===== src/rtl/usart_tx_arbiter_pkg.sv =====
// Shared definitions for the USART transmit path: byte width and the
// arbiter state encoding, also used by the usart_tx/usart_rx blocks.
package usart_tx_arbiter_pkg;

    localparam int USART_DATA_WIDTH = 8;

    typedef enum logic [0:0] {
        ARB_IDLE  = 1'b0,
        ARB_GRANT = 1'b1
    } arb_state_e;

endpackage


===== src/rtl/usart_tx_arbiter_if.sv =====
// Requester / transmitter bundle seen by the arbiter. The slave modport is the
// arbiter; the master modport is the client-plus-transmitter side.
interface usart_tx_arbiter_if #(
    parameter int NUM_REQ = 4
);
    import usart_tx_arbiter_pkg::*;

    logic [NUM_REQ-1:0]                  req_valid;
    logic [NUM_REQ*USART_DATA_WIDTH-1:0] req_data;
    logic [NUM_REQ-1:0]                  req_last;
    logic [NUM_REQ-1:0]                  req_ready;
    logic [USART_DATA_WIDTH-1:0]         tx_data;
    logic                                tx_valid;
    logic                                tx_ready;
    logic                                cts;
    logic [NUM_REQ-1:0]                  grant;
    logic                                busy;

    modport master (
        output req_valid, req_data, req_last, tx_ready, cts,
        input  req_ready, tx_data, tx_valid, grant, busy
    );

    modport slave (
        input  req_valid, req_data, req_last, tx_ready, cts,
        output req_ready, tx_data, tx_valid, grant, busy
    );

endinterface


===== src/rtl/usart_tx_arbiter_rr_priority_select.sv =====
// Round-robin priority picker: first set request at or after ptr, with wrap.
// Purely combinational so it can be reused by an rx-side router.
module rr_priority_select #(
    parameter  int NUM_REQ = 4,
    localparam int IDX_W   = (NUM_REQ > 1) ? $clog2(NUM_REQ) : 1
) (
    input  logic [NUM_REQ-1:0] req,
    input  logic [IDX_W-1:0]   ptr,
    output logic [NUM_REQ-1:0] pick,
    output logic [IDX_W-1:0]   idx
);

    logic [IDX_W-1:0] cand_s;
    logic             found_s;

    // Scan requests starting at ptr and keep the first hit.
    always_comb begin
        pick    = '0;
        idx     = '0;
        found_s = 1'b0;
        cand_s  = '0;
        for (int k = 0; k < NUM_REQ; k++) begin
            cand_s = IDX_W'((int'(ptr) + k) % NUM_REQ);
            if (!found_s && req[cand_s]) begin
                pick[cand_s] = 1'b1;
                idx          = cand_s;
                found_s      = 1'b1;
            end else begin
                found_s = found_s;
            end
        end
    end

endmodule


===== src/rtl/usart_tx_arbiter.sv =====
// Packet-locked round-robin arbiter sharing one USART transmitter between
// NUM_REQ byte streams, with burst-length and idle-timeout forced release.
module usart_tx_arbiter
    import usart_tx_arbiter_pkg::*;
#(
    parameter int NUM_REQ      = 4,
    parameter int MAX_BURST    = 16,
    parameter int IDLE_TIMEOUT = 64
) (
    input  logic                comm_clock,
    input  logic                reset,
    usart_tx_arbiter_if.slave   bus
);

    localparam int IDX_W = (NUM_REQ > 1) ? $clog2(NUM_REQ) : 1;
    localparam int BW    = $clog2(MAX_BURST + 1);
    localparam int IW    = $clog2(IDLE_TIMEOUT + 1);
    localparam int DW    = USART_DATA_WIDTH;

    arb_state_e         state_r, state_s;
    logic [NUM_REQ-1:0] grant_r, grant_s;
    logic               busy_r, busy_s;
    logic [IDX_W-1:0]   gidx_r, gidx_s;
    logic [IDX_W-1:0]   rr_ptr_r, rr_ptr_s;
    logic [BW-1:0]      burst_cnt_r, burst_cnt_s;
    logic [IW-1:0]      idle_cnt_r, idle_cnt_s;

    logic [NUM_REQ-1:0] pick_s;
    logic [IDX_W-1:0]   pick_idx_s;
    logic               gvalid_s, glast_s, xfer_s, release_s;
    logic [DW-1:0]      tx_data_s;

    rr_priority_select #(.NUM_REQ(NUM_REQ)) u_select (
        .req  (bus.req_valid),
        .ptr  (rr_ptr_r),
        .pick (pick_s),
        .idx  (pick_idx_s)
    );

    // Byte mux from the granted requester; all-zero when nobody owns the port.
    always_comb begin
        tx_data_s = '0;
        for (int k = 0; k < NUM_REQ; k++) begin
            if (grant_r[k]) begin
                tx_data_s = tx_data_s | bus.req_data[k*DW +: DW];
            end else begin
                tx_data_s = tx_data_s;
            end
        end
    end

    assign gvalid_s      = |(bus.req_valid & grant_r);
    assign glast_s       = |(bus.req_last & grant_r);
    assign bus.tx_valid  = gvalid_s & bus.cts;
    assign bus.tx_data   = tx_data_s;
    assign bus.req_ready = grant_r & {NUM_REQ{bus.tx_ready & bus.cts}};
    assign bus.grant     = grant_r;
    assign bus.busy      = busy_r;
    assign xfer_s        = bus.tx_valid & bus.tx_ready;

    // Arbitration FSM next-state, counters and release decision.
    always_comb begin
        state_s     = state_r;
        grant_s     = grant_r;
        busy_s      = busy_r;
        gidx_s      = gidx_r;
        rr_ptr_s    = rr_ptr_r;
        burst_cnt_s = burst_cnt_r;
        idle_cnt_s  = idle_cnt_r;
        release_s   = 1'b0;
        case (state_r)
            ARB_IDLE: begin
                if (|bus.req_valid) begin
                    state_s     = ARB_GRANT;
                    grant_s     = pick_s;
                    busy_s      = 1'b1;
                    gidx_s      = pick_idx_s;
                    burst_cnt_s = '0;
                    idle_cnt_s  = '0;
                end else begin
                    state_s = ARB_IDLE;
                end
            end
            ARB_GRANT: begin
                if (xfer_s && (burst_cnt_r != BW'(MAX_BURST))) begin
                    burst_cnt_s = burst_cnt_r + 1'b1;
                end else begin
                    burst_cnt_s = burst_cnt_r;
                end
                // Idle time only counts while the peer could actually receive.
                if (gvalid_s) begin
                    idle_cnt_s = '0;
                end else if (bus.cts && (idle_cnt_r != IW'(IDLE_TIMEOUT))) begin
                    idle_cnt_s = idle_cnt_r + 1'b1;
                end else begin
                    idle_cnt_s = idle_cnt_r;
                end
                if (xfer_s && (glast_s || (burst_cnt_s == BW'(MAX_BURST)))) begin
                    release_s = 1'b1;
                end else if (idle_cnt_s == IW'(IDLE_TIMEOUT)) begin
                    release_s = 1'b1;
                end else begin
                    release_s = 1'b0;
                end
                if (release_s) begin
                    state_s  = ARB_IDLE;
                    grant_s  = '0;
                    busy_s   = 1'b0;
                    rr_ptr_s = (gidx_r == IDX_W'(NUM_REQ - 1)) ? '0 : gidx_r + 1'b1;
                end else begin
                    state_s = ARB_GRANT;
                end
            end
            default: begin
                state_s = ARB_IDLE;
                grant_s = '0;
                busy_s  = 1'b0;
            end
        endcase
    end

    // State and counter registers with synchronous reset.
    always_ff @(posedge comm_clock) begin
        if (reset) begin
            state_r     <= ARB_IDLE;
            grant_r     <= '0;
            busy_r      <= 1'b0;
            gidx_r      <= '0;
            rr_ptr_r    <= '0;
            burst_cnt_r <= '0;
            idle_cnt_r  <= '0;
        end else begin
            state_r     <= state_s;
            grant_r     <= grant_s;
            busy_r      <= busy_s;
            gidx_r      <= gidx_s;
            rr_ptr_r    <= rr_ptr_s;
            burst_cnt_r <= burst_cnt_s;
            idle_cnt_r  <= idle_cnt_s;
        end
    end

endmodule

===== src/flat_wrapper.sv =====
// flat-port wrapper written by rule: the top's interface ports become plain ports
module usart_tx_arbiter_flat import usart_tx_arbiter_pkg::*;
#(
    parameter int NUM_REQ      = 4,
    parameter int MAX_BURST    = 16,
    parameter int IDLE_TIMEOUT = 64
)
  (comm_clock, reset, bus_req_valid, bus_req_data, bus_req_last, bus_tx_ready, bus_cts, bus_req_ready, bus_tx_data, bus_tx_valid, bus_grant, bus_busy);
  usart_tx_arbiter_if #(.NUM_REQ(NUM_REQ)) bus_i ();
  input  logic comm_clock;
  input  logic reset;
  input wire logic [$bits(bus_i.req_valid)-1:0] bus_req_valid;
  input wire logic [$bits(bus_i.req_data)-1:0] bus_req_data;
  input wire logic [$bits(bus_i.req_last)-1:0] bus_req_last;
  input wire logic [$bits(bus_i.tx_ready)-1:0] bus_tx_ready;
  input wire logic [$bits(bus_i.cts)-1:0] bus_cts;
  output wire logic [$bits(bus_i.req_ready)-1:0] bus_req_ready;
  output wire logic [$bits(bus_i.tx_data)-1:0] bus_tx_data;
  output wire logic [$bits(bus_i.tx_valid)-1:0] bus_tx_valid;
  output wire logic [$bits(bus_i.grant)-1:0] bus_grant;
  output wire logic [$bits(bus_i.busy)-1:0] bus_busy;
  assign bus_i.req_valid = bus_req_valid;
  assign bus_i.req_data = bus_req_data;
  assign bus_i.req_last = bus_req_last;
  assign bus_i.tx_ready = bus_tx_ready;
  assign bus_i.cts = bus_cts;
  assign bus_req_ready = bus_i.req_ready;
  assign bus_tx_data = bus_i.tx_data;
  assign bus_tx_valid = bus_i.tx_valid;
  assign bus_grant = bus_i.grant;
  assign bus_busy = bus_i.busy;
  usart_tx_arbiter #(.NUM_REQ(NUM_REQ), .MAX_BURST(MAX_BURST), .IDLE_TIMEOUT(IDLE_TIMEOUT)) u_core (.comm_clock(comm_clock), .reset(reset), .bus(bus_i));
endmodule

===== config.mk =====
export PLATFORM = sky130hd
export DESIGN_NAME = usart_tx_arbiter_flat
export DESIGN_NICKNAME = d
export VERILOG_FILES = /design/src/rtl/usart_tx_arbiter_pkg.sv /design/src/rtl/usart_tx_arbiter_if.sv /design/src/rtl/usart_tx_arbiter_rr_priority_select.sv /design/src/rtl/usart_tx_arbiter.sv /design/src/flat_wrapper.sv
export SDC_FILE = /design/constraint.sdc
export NUM_CORES = 1
export LEC_CHECK = 0
export CORE_ASPECT_RATIO = 1.4
export CORE_MARGIN = 4
export CORE_UTILIZATION = 40
export CTS_CLUSTER_DIAMETER = 40
export CTS_CLUSTER_SIZE = 12
export DETAILED_ROUTE_END_ITERATION = 10
export PLACE_DENSITY = 0.71
export SYNTH_ARGS = -nofsm -noshare
export SYNTH_HDL_FRONTEND = slang
export SYNTH_SLANG_ARGS = --single-unit
export TNS_END_PERCENT = 1

===== constraint.sdc =====
create_clock -name comm_clock -period 7.7 [get_ports comm_clock]
set_input_delay 0.77 -clock comm_clock [delete_from_list [all_inputs] [get_ports comm_clock]]
set_output_delay 0.77 -clock comm_clock [all_outputs]
set_load 0.02 [all_outputs]

After elaboration in Yosys (flattened, before gate mapping)
Cells that the tools add are included.
- register bits after elaboration: 22
- RAM bits: 0
- word-level logic and storage cells: 114
- output and inout bits: 18
- latch bits: 0
- input bits: 44
- memories kept: 0
- ROM bits: 0
- reduce and logical (&&, ||, !) cells: 20
- divide/modulo/power cells: 0
- eq/ne operators: 7
- bitwise logic cells: 13
- $lt $le $gt $ge: 8
- multipliers: 0
- shifts and indexed selects: 0
- multiplexer cells: 53
- add/subtract/negate cells: 6
- operators with widths (cell ; count):
    two-way mux 8 bit ; 4
    two-way mux 7 bit ; 4
    two-way mux 4 bit ; 6
    OR 8 bit ; 3
    two-way mux 1 bit ; 18
    two-way mux 5 bit ; 3
    one-hot mux 7 bit (2 select lines) ; 1
    AND 4 bit ; 3
    < comparator 2 x 3 -> 1 bit (second input constant) ; 4
    OR 4 bit ; 3
    OR reduction 4 bit ; 3
    logical AND 1 bit ; 10
    two-way mux 2 bit ; 5
    one-hot mux 5 bit (2 select lines) ; 1
    binary-select mux 1 bit (select 2 bit) ; 4
    demux 1 bit (select 2 bit) ; 4
    >= comparator 2 x 1 -> 1 bit (second input constant) ; 4
    one-hot mux 4 bit (2 select lines) ; 1
    adder 7 x 1 -> 7 bit (second input constant) ; 1
    == test 7 bit (second input constant) ; 1
    != test 7 bit (second input constant) ; 1
    AND reduction 2 bit ; 3
    adder 5 x 1 -> 5 bit (second input constant) ; 1
    == test 5 bit (second input constant) ; 1
    other kinds (11) ; 18

Logic depth before layout (Yosys ltp)
- word-level depth: 14
- mapped depth: 10
- mapped depth without buffers: 8

Cells and area by module
A second synthesis with hierarchy kept.
- cells, all modules: 257
- area, all modules: 1968.1 um^2
- modules (own cells, without submodules) (module ; instances ; seq. area each (um^2) ; area an instance (um^2) ; cells an instance):
    usart_tx_arbiter ; 1 ; 440.4 ; 1478.9 ; 192
    rr_priority_select ; 1 ; 0.0 ; 489.2 ; 65

Worst setup path after synthesis
No wires, ideal clock.
- path type: flip-flop to flip-flop
- start: register u_core.rr_ptr_r[0]
- end: register u_core.grant_r[1], in the netlist u_core.bus.grant[1]
- slack: 4.921 ns
- arrival time: 2.703 ns
- cell stages (with the launch flop): 10
- required time: 7.624 ns
- buffers on the path: 2
- setup time: 0.076 ns
- period minus slack after synthesis: 2.779 ns
- cells stage by stage: dfxtp_1 -> clkbuf_1 -> inv_1 -> ha_1 -> clkbuf_1 -> mux4_2 -> a211oi_1 -> a222oi_1 -> a21boi_0 -> o22ai_1
- longest elaborated chain between the ends: 14
- elaborated cells on any way between the ends: 49
- classes of those cells: add/sub (3); order compare (8); mux (25); bitwise (3); reduce/logical (10)
- ends and longest elaborated chain (element ; line ; text):
    from (decl) ; usart_tx_arbiter.sv:24 ; logic [IDX_W-1:0] rr_ptr_r, rr_ptr_s;
    from (signal assigned) ; usart_tx_arbiter.sv:137 ; rr_ptr_r <= rr_ptr_s;
    branches (longest 11 deep; another with < comparator 2 x 3 -> 1 bit) ; -- ;
    two-way mux 4 bit (*) ; usart_tx_arbiter_rr_priority_select.sv:24 ; if (!found_s && req[cand_s]) begin
    two-way mux 4 bit (*) ; usart_tx_arbiter.sv:73 ; if (|bus.req_valid) begin
    one-hot mux 4 bit (2 select lines) (*) ; usart_tx_arbiter.sv:71 ; case (state_r)
    to (signal assigned) ; usart_tx_arbiter.sv:134 ; grant_r <= grant_s;
    to (decl) ; usart_tx_arbiter.sv:21 ; logic [NUM_REQ-1:0] grant_r, grant_s;
Mark *: on every way between the ends. The select of a mux whose other input is x is not followed.
A chain may end at the register's enable or synchronous reset.

Final worst setup path
- start: input port bus_req_valid[1]
- end: output port bus_tx_valid
- longest elaborated chain between the ends: 3
- ends and longest elaborated chain (element ; line ; text):
    from (decl) ; flat_wrapper.sv:12 ; input wire logic [$bits(bus_i.req_valid)-1:0] bus_req_valid;
    AND 4 bit ; usart_tx_arbiter.sv:52 ; assign gvalid_s = |(bus.req_valid & grant_r);
    OR reduction 4 bit ; usart_tx_arbiter.sv:52 ;
    AND 1 bit ; usart_tx_arbiter.sv:54 ; assign bus.tx_valid = gvalid_s & bus.cts;
    to (decl) ; flat_wrapper.sv:19 ; output wire logic [$bits(bus_i.tx_valid)-1:0] bus_tx_valid;
No other way between the ends.

==> reports/summary.txt <==
STATUS
--------------------------------------------------------------------------------------------------------
Run status ................................................................................    completed

POWER
--------------------------------------------------------------------------------------------------------
Power density normalized to cell area .....................................................   103 nW/µm²
Leakage ...................................................................................  0.000953 µW
Maximum vdd ir drop .......................................................................    0.0698 mV
Power consumption .........................................................................       267 µW

GLOBAL ROUTING
--------------------------------------------------------------------------------------------------------
Global-route congestion overflow total ....................................................            0
Initial antenna violation count ...........................................................            0
Global-route usage over all layers ........................................................        0.190
Number of global-route vias before repair .................................................         1875
Maximum number of pins on one net before global-route repair ..............................           27
First-pass GRT wire length ................................................................      9270 µm

SYNTH
--------------------------------------------------------------------------------------------------------
Total of flip-flops plus latches after synthesis ..........................................           22
Netlist area before placement .............................................................     1940 µm²
Count of different cell masters after synthesis ...........................................           51
Syn Inst Count ............................................................................          254
Number of nets produced by synthesis ......................................................          309
Primary flip-flop cell chosen by synthesis mapping ........................................      dfxtp_1
Number of enable-type register cells in the synthesized netlist ...........................            0
Share of the yosys chip area belonging to registers .......................................        0.227
Synth async-reset ratio ...................................................................            0
Average instance area after synthesis .....................................................     7.64 µm²
Warnings, synthesis .......................................................................            0

DIE
--------------------------------------------------------------------------------------------------------
Num ports .................................................................................           62
DIE HEIGHT ................................................................................      90.4 µm
FP Rows ...................................................................................           29
Width of the die ..........................................................................      66.9 µm
Area enclosed by the die boundary .........................................................     6050 µm²
Total core area ...........................................................................     4610 µm²
Initial core utilization ..................................................................        0.421

WORST SETUP PATH
--------------------------------------------------------------------------------------------------------
CP Capture Type ...........................................................................  output port
Ordered list of cells on the worst path ................................................... clkdlybuf4s50_1, a22oi_1, a21boi_0, clkdlybuf4s50_1
Startpoint types ..........................................................................   input port
Register-to-Register Setup Slack ..........................................................      4.62 ns
Crit Path Max Fanout ......................................................................           10
Cell occurring most often along the worst timing path ..................................... clkdlybuf4s50_1
WS Path Type ..............................................................................    in -> out
Critical-path cell with the highest stage delay ........................................... clkdlybuf4s50_1
Endpoint required time on the critical path ...............................................      6.93 ns
Delay of the slowest cell on the worst path ...............................................      0.66 ns
Arrival time reported for the critical path endpoint ......................................      2.60 ns

ROUTE
--------------------------------------------------------------------------------------------------------
Drt initial violations ....................................................................          217
Via count of the routed design ............................................................         2033
Count of nets left with antenna violations after detail routing ...........................            0
Wire length after detailed routing ........................................................      5530 µm
Average wire per standard cell ............................................................      15.3 µm
Vias per cell .............................................................................         5.63
DRC Markers ...............................................................................            0
TritonRoute pass-1 iters ..................................................................            4

STA
--------------------------------------------------------------------------------------------------------
Summed negative setup slack over all endpoints ............................................         0 ns
Number of endpoints with negative hold slack in the final report ..........................            0
Unrepaired setup endpoints after global routing ...........................................        false
Number of failing setup endpoints in the final timing report ..............................            0
Final Critical Period .....................................................................      3.37 ns
Final worst path period share .............................................................        0.437
Pins Over Slew Limit ......................................................................            0
Max Clock Freq ............................................................................      297 MHz
Pin slew with the least headroom to its limit .............................................     0.797 ns
Worst slew margin .........................................................................        0.467
Setup Skew ................................................................................   0.00247 ns

CLOCKING
--------------------------------------------------------------------------------------------------------
Count of H-tree levels built during CTS ...................................................            1
Latest clock arrival within the worst-skew pair ...........................................      0.26 ns
Number of instances resized during post-cts repair ........................................            0
Hold-fix buffer count after cts ...........................................................            0
Sink Count ................................................................................           22
TritonCTS buffer count ....................................................................            3
Root Buffer Master ........................................................................     clkbuf_8
Number of setup buffers added after CTS ...................................................            0
Clock tree from TritonCTS .................................................................        built
Post-CTS clock slew at the launch and capture registers of the worst setup and hold paths .      0.07 ns
Maximum root-to-sink buffer count .........................................................            2

FINISH
--------------------------------------------------------------------------------------------------------
Layout overhead on the synthesized area ...................................................        33.3%
Antenna cell count ........................................................................            0
Post-route cell area ......................................................................     2590 µm²
Most common cell after layout, fill and taps aside ........................................ clkdlybuf4s50_1
Number of filler instances in the final layout ............................................          459
NumNets Final .............................................................................          356
Core Util, Final ..........................................................................        0.561
Flip-flop and latch area ..................................................................      440 µm²
Share of post-route cells with drive strength above 1 .....................................       0.0602
Area taken by multi-input logic gates .....................................................     1380 µm²
Top library cells by usage in the layout, fill and taps aside ............................. clkdlybuf4s50_1 (61), nand2_1 (28), nor2_1 (25)

PLACE
--------------------------------------------------------------------------------------------------------
Final weighted congestion in routability-driven placement .................................        0.844
Placed inst area ..........................................................................     2540 µm²
Buffers on Ports ..........................................................................           61
DP Wirelength .............................................................................      4300 µm

WORST HOLD PATH
--------------------------------------------------------------------------------------------------------
Kind of path behind the tightest hold check ...............................................   reg -> reg

JOB
--------------------------------------------------------------------------------------------------------
Max capacitance violation total ...........................................................            0

sequential cells by signal (all words and copies together), names as in the netlist:
signal / cells
u_core.gidx_r: 2
u_core.rr_ptr_r: 2
u_core.bus.grant: 4
u_core.burst_cnt_r: 5
u_core.bus.busy: 1
u_core.idle_cnt_r: 7
u_core.state_r: 1
Yosys cell counts, drive strengths merged (4+ instances only):
library cell	n	area, µm²
dfxtp	22	440
a21boi	5	37.5
nor3	7	35.0
nand2	28	105
nor2	25	93.8
nand3b	6	45.0
a21oi	14	70.1
ha	11	138
and3	6	40.0
o21ai	10	61.3
a222oi	4	40.0
clkbuf	16	62.6
a22oi	23	173
nand4	4	25.0
o22ai	5	31.3
inv	9	33.8
nand3	6	30.0
cell families (layout without fill, tap and decap cells):
kind of cell / after synthesis / count (layout) / synth area share
flops: 22 / 22 / 0.227
fa+ha+maj: 11 / 11 / 0.0709
buf+inv: 28 / 73 / 0.0606
xor+xnor: 4 / 4 / 0.0181
compound gates: 82 / 82 / 0.309
simple gates: 100 / 100 / 0.262
mux: 7 / 7 / 0.0529
path summary, 6_finish.rpt:
kind / start / end / cells after the start
worst min register to register: u_core.gidx_r[1]$_SDFFE_PP0P_ / u_core.gidx_r[1]$_SDFFE_PP0P_ / 2
worst max-delay path: bus_req_valid[1] / bus_tx_valid / 4
worst max register to register: u_core.rr_ptr_r[0]$_SDFFE_PP0P_ / u_core.bus.grant[1]$_SDFFE_PP0P_ / 7
worst min-delay path: u_core.gidx_r[1]$_SDFFE_PP0P_ / u_core.gidx_r[1]$_SDFFE_PP0P_ / 2
area by class of cell:
cell class	count	area share
sequential	22	0.170
tap	62	0.0300
timing repair buffer	61	0.236
clock buffer	3	0.0160
multi-input combinational	204	0.535
inverter	9	0.0131
routing by layer:
metal / track usage / wire length, µm / share of wire / up-vias
met5: 0 / 0 / 0 / -
met4: 0.0491 / 38 / 0.0069 / 0
met3: 0.0125 / 162 / 0.029 / 2
met2: 0.343 / 3110 / 0.56 / 35
met1: 0.236 / 2220 / 0.40 / 960
li1: - / - / - / 1036
power by group:
group / switching (µW) / internal [µW] / leakage, µW
Sequential: 5.80 / 116 / 0.000179
Combinational: 33.8 / 41.6 / 0.000752
Clock: 34.3 / 34.8 / 0.0000216
worst max-delay path, delay by kind of cell:
family	cells	cell delay (ns)
AO/OA/AOI/OAI	2	0.51
buffers and inverters	2	1.31
stage by stage:
| stage | cells | setup WS, ns | hold slack [ns] |
|---|---|---|---|
| 2_1_floorplan | 254 | 4.92 | 0.436 |
| 3_3_place_gp | 358 | 4.26 | 0.455 |
| 3_5_place_dp | 358 | 4.20 | 0.467 |
| 4_1_cts | 361 | 4.35 | 0.479 |
| 5_1_grt | 361 | 4.18 | 0.498 |
| 6_report | 361 | 4.33 | 0.473 |
(Power assumes the default switching activity.)
==> RTL edit 1, RTL diff (same settings) <==
`NUM_REQ` is set to 4 in 4 places; all go to 8.
--- a/src/rtl/usart_tx_arbiter_if.sv
+++ b/src/rtl/usart_tx_arbiter_if.sv
@@ -1,7 +1,7 @@
 // Requester / transmitter bundle seen by the arbiter. The slave modport is the
 // arbiter; the master modport is the client-plus-transmitter side.
 interface usart_tx_arbiter_if #(
-    parameter int NUM_REQ = 4
+    parameter int NUM_REQ = 8
 );
     import usart_tx_arbiter_pkg::*;
 
--- a/src/rtl/usart_tx_arbiter_rr_priority_select.sv
+++ b/src/rtl/usart_tx_arbiter_rr_priority_select.sv
@@ -1,7 +1,7 @@
 // Round-robin priority picker: first set request at or after ptr, with wrap.
 // Purely combinational so it can be reused by an rx-side router.
 module rr_priority_select #(
-    parameter  int NUM_REQ = 4,
+    parameter  int NUM_REQ = 8,
     localparam int IDX_W   = (NUM_REQ > 1) ? $clog2(NUM_REQ) : 1
 ) (
     input  logic [NUM_REQ-1:0] req,
--- a/src/rtl/usart_tx_arbiter.sv
+++ b/src/rtl/usart_tx_arbiter.sv
@@ -3,7 +3,7 @@
 module usart_tx_arbiter
     import usart_tx_arbiter_pkg::*;
 #(
-    parameter int NUM_REQ      = 4,
+    parameter int NUM_REQ      = 8,
     parameter int MAX_BURST    = 16,
     parameter int IDLE_TIMEOUT = 64
 ) (
--- a/src/flat_wrapper.sv
+++ b/src/flat_wrapper.sv
@@ -1,7 +1,7 @@
 // flat-port wrapper written by rule: the top's interface ports become plain ports
 module usart_tx_arbiter_flat import usart_tx_arbiter_pkg::*;
 #(
-    parameter int NUM_REQ      = 4,
+    parameter int NUM_REQ      = 8,
     parameter int MAX_BURST    = 16,
     parameter int IDLE_TIMEOUT = 64
 )
Ports: changed (5 resized); port bits go from 62 to 110. The function was not compared with the original's and may differ.
==> RTL edit 1 against the unedited design <==
Sequential cell count is 6 higher; combinational power is 67% higher; register-to-register slack worse by 0.98 ns; setup slack worse by 0.69 ns; total power is 48% higher; clock skew is 0.0011 ns higher; synthesized cell count is 54% higher; design area is 68% higher; wire length is 110% higher; via count is 81% higher; area after synthesis is 62% higher; hold slack better by 0.029 ns; critical path type is now register to register; largest power group unchanged.
==> RTL edit 1: results (changes against the unedited design) <==
* Status: finished, final reports clean
* Non-clk buf share at 0.258 (+0.0223)
* #MultiIn Comb at 324 (+59%)
* Multi-input logic area at 2400 µm² (+74%)
* Metal-1 WL at 4.61 mm (+110%)
* Pre-CTS setup slack at 3.76 ns (-0.448 ns)
* Sequential share of the synthesized area at 0.179 (-0.0482)
* Area share of fa/ha/maj cells after synthesis at 0.0479 (-0.0230)
* DR WL met3 at 619 µm (+280%)
* Worst-path clk slew at 0.10 ns (+0.03 ns)
* CP delay by family, top: compound AO/OA/AOI/OAI gates
* VDD IR max at 0.0669 mV (-4.2%)
* Mux contribution to synthesized area at 0.133 (+0.0804)
* Pre-antenna DRT Iters at 5 (+1)
* Cells after Synth at 392 (+54%)
* P_leak at 1.49 nW (+56%)
* Critical-path cell with the highest stage delay: ha_1
* Slew headroom at 0.444 (-0.0235)
* Final HPWL DP at 8.76 mm (+100%)
* DR WL/cell at 19.6 µm (+28%)
* Via count of the first global-routing pass at 3,529 (+88%)
* Largest net degree at the start of global routing at 24 (-11%)
* Non-clock buffers at 113 (+85%)
* Sequential cell area at 561 µm² (+27%)
* # fillers at 700 (+53%)
* Met3 GRT Util at 0.0240 (+0.0116)
* Post-Synth XOR/XNOR Area at 0.0223 (+0.00429)
* RD Place Congestion at 0.941 (+12%)
* Dpl cell area at 4270 µm² (+68%)
* Port bufs at 109 (+79%)
* WP data arrival at 4.28 ns (+1.68 ns)
* Clk sink count at 28 (+27%)
* Compound-Gate Fraction of Synth Area at 0.348 (+0.0395)
* Max reg flops at 8 (+1)
* Clock Skew at 0.00361 ns (+0.00114 ns)
* Commonest cells in the netlist: a22oi_1 (43), nor2_1 (31), dfxtp_1 (28), a21oi_1 (21), nand2_1 (20)
-- RTL edit 1: cell types whose count changed in the layout (fill, tap and decap cells not counted), sizes merged, moves of 7 or more --
cell           before  now
a21oi              14   23
a22oi              23   43
clkdlybuf4s50      61  109
mux2i               2   17
mux4                2   10
nand2              28   21
nand3               6   14
nand4               4   13
o21ai              10   20
-- RTL edit 1: how the worst min path moves through the flow --
stage,startpoint,end,slack [ns],cells after the start
6_report,u_core.bus.busy,u_core.bus.busy,0.50,2
5_1_grt,u_core.idle_cnt_r[0],u_core.idle_cnt_r[0],0.53,2
4_1_cts,u_core.idle_cnt_r[6],u_core.idle_cnt_r[6],0.51,2
3_5_place_dp,u_core.bus.busy,u_core.bus.busy,0.49,2
3_3_place_gp,u_core.bus.busy,u_core.bus.busy,0.47,2
2_1_floorplan,u_core.idle_cnt_r[6],u_core.idle_cnt_r[6],0.45,2
==> RTL edit 2, RTL diff (config.mk and constraints unchanged) <==
Without the edit above. Reset style: asynchronous (`reset`), changed in one clocked block. Comments in the files are not updated.
--- a/src/rtl/usart_tx_arbiter.sv
+++ b/src/rtl/usart_tx_arbiter.sv
@@ -120,7 +120,7 @@
     end
 
     // State and counter registers with synchronous reset.
-    always_ff @(posedge comm_clock) begin
+    always_ff @(posedge comm_clock or posedge reset) begin
         if (reset) begin
             state_r     <= ARB_IDLE;
             grant_r     <= '0;
Function: differs if reset is asserted again (counterexample within 4 cycles, from zero or initial values and one cycle with reset high); with reset held inactive, the same outputs for 4 cycles.
==> RTL edit 2 against the unedited design <==
Non-clock buffer count is the same; wire length is 2.6% lower; register-to-register slack lost 0.05 ns; area after synthesis did not move; hold slack gained 0.019 ns; sequential cell count unchanged; design area up 2.2%; setup slack got worse by 0.080 ns; sequential share of layout area is 3.8 points higher; core utilization is 1.2 points higher; fmax fell by 2.3%; final cell count is 5.8% lower; critical endpoint unchanged.
Power is left out: it rests on default switching activity, and per cell area and clock period it moved more than threefold.
==> RTL edit 2: results (changes against the unedited design) <==
* Status: finished, final reports clean
* Worst r2r dst: u_core.bus.grant[1]
* WP data arrival at 2.68 ns (+0.08 ns)
* DRT Wirelength at 5.39 mm (-2.6%)
* Reg2Reg Setup Slack at 4.57 ns (-0.05 ns)
* Dominant cells by area after synthesis: dfrtp_1 (28%), ha_1 (7.1%), a22oi_1 (7.0%)
* First-pass GRT wire length at 8.87 mm (-4.2%)
* Commonest cells in the netlist: nand2_1 (31), dfrtp_1 (22), a22oi_1 (18), clkbuf_1 (14)
* Post-synth ARST share at 1.00 (+1.00)
* HP Start: u_core.gidx_r[1]
* Port bufs at 61 (unchanged)
* RD Place Congestion at 0.781 (-7.4%)
* Diode count at 0 (unchanged)
* Clock Skew at 0.00337 ns (+0.000898 ns)
* Min-Delay Endpoint: u_core.gidx_r[1]
* Origin of the worst setup path: bus_req_valid[2]
* Worst Tran Pin Value at 0.928 ns (+0.132 ns)
* Total Routing Usage GR at 0.188 (-0.00146)
* Worst reg2reg path startpoint: u_core.rr_ptr_r[0]
* Fin nets at 334 (-6.2%)
* Via count of the first global-routing pass at 1,876 (+0.053%)
* Layout cells sized above 1 at 0.0683 (+0.00814)
* Starting DRT DRC Count at 88 (-59%)
* Mapped Nets at 283 (-8.4%)
* Via density at 5.65 (+0.33%)
* Crit Path Max Fanout at 12 (+2)
* Number of distinct library cells after synthesis at 50 (-2.0%)
* Sequential share of the synthesized area at 0.284 (+0.0567)
* Pre-CTS setup slack at 4.27 ns (+0.0690 ns)
* Largest net degree at the start of global routing at 23 (-15%)
* Final HPWL DP at 4.20 mm (-2.3%)
* Max frequency at 0.290 GHz (-2.3%)
* Smallest hold slack at 0.492 ns (+0.0191 ns)
[RTL edit 2: cell types whose count changed in the layout (fill, tap and decap cells not counted), moves of 5 or more]
cell      unedited run  this run
nor2_1              25        10
dfxtp_1             22         0
dfrtp_1              0        22
a21oi_1             14         7
nand3b_1             6         1
a22oi_1             23        18
[RTL edit 2: layout make-up]
class / instances / area (µm²)
Fill cell: 441 / 1970
Multi-Input combinational cell: 182 / 1300
Timing Repair Buffer: 61 / 611
Sequential cell: 22 / 551
Tap cell: 62 / 77.6
Clock buffer: 3 / 41.3
Inverter: 9 / 33.8
Clock inverter: 1 / 30.0
[RTL edit 2: through the flow]
stage	instance area (µm²)	utilization	instances
6_report	2640	0.573	340
3_5_place_dp	2570	0.558	336
3_3_place_gp	2570	0.558	336
4_1_cts	2640	0.573	340
2_1_floorplan	1940	-	228
5_1_grt	2640	0.573	340
[RTL edit 2: cells by family (layout without fill, tap and decap cells)]
family / count (synthesis) / in the layout / share of synthesized area
xor gates and xnor gates: 5 / 5 / 0.0226
DFF: 22 / 22 / 0.284
buffers and inverters: 24 / 74 / 0.0471
muxes: 9 / 9 / 0.0664
AOI/OAI and AO/OA: 76 / 76 / 0.295
and+or+nand+nor: 81 / 81 / 0.215
adders and majority gates: 11 / 11 / 0.0709
[RTL edit 2: routing by layer]
layer	part of all wire	routed length (µm)	GRT usage	vias up
met3	0.025	134	0.0187	7
met1	0.39	2100	0.212	913
met2	0.57	3070	0.349	40
met4	0.016	88	0.0711	0
li1	-	-	-	961
met5	0	0	0	-
[RTL edit 2: critical path, stage by stage]
cell and delay [ns]:
clkdlybuf4s50_1 0.60, a22oi_2 0.46, nand2_1 0.14, and2_1 0.18, clkdlybuf4s50_1 0.53
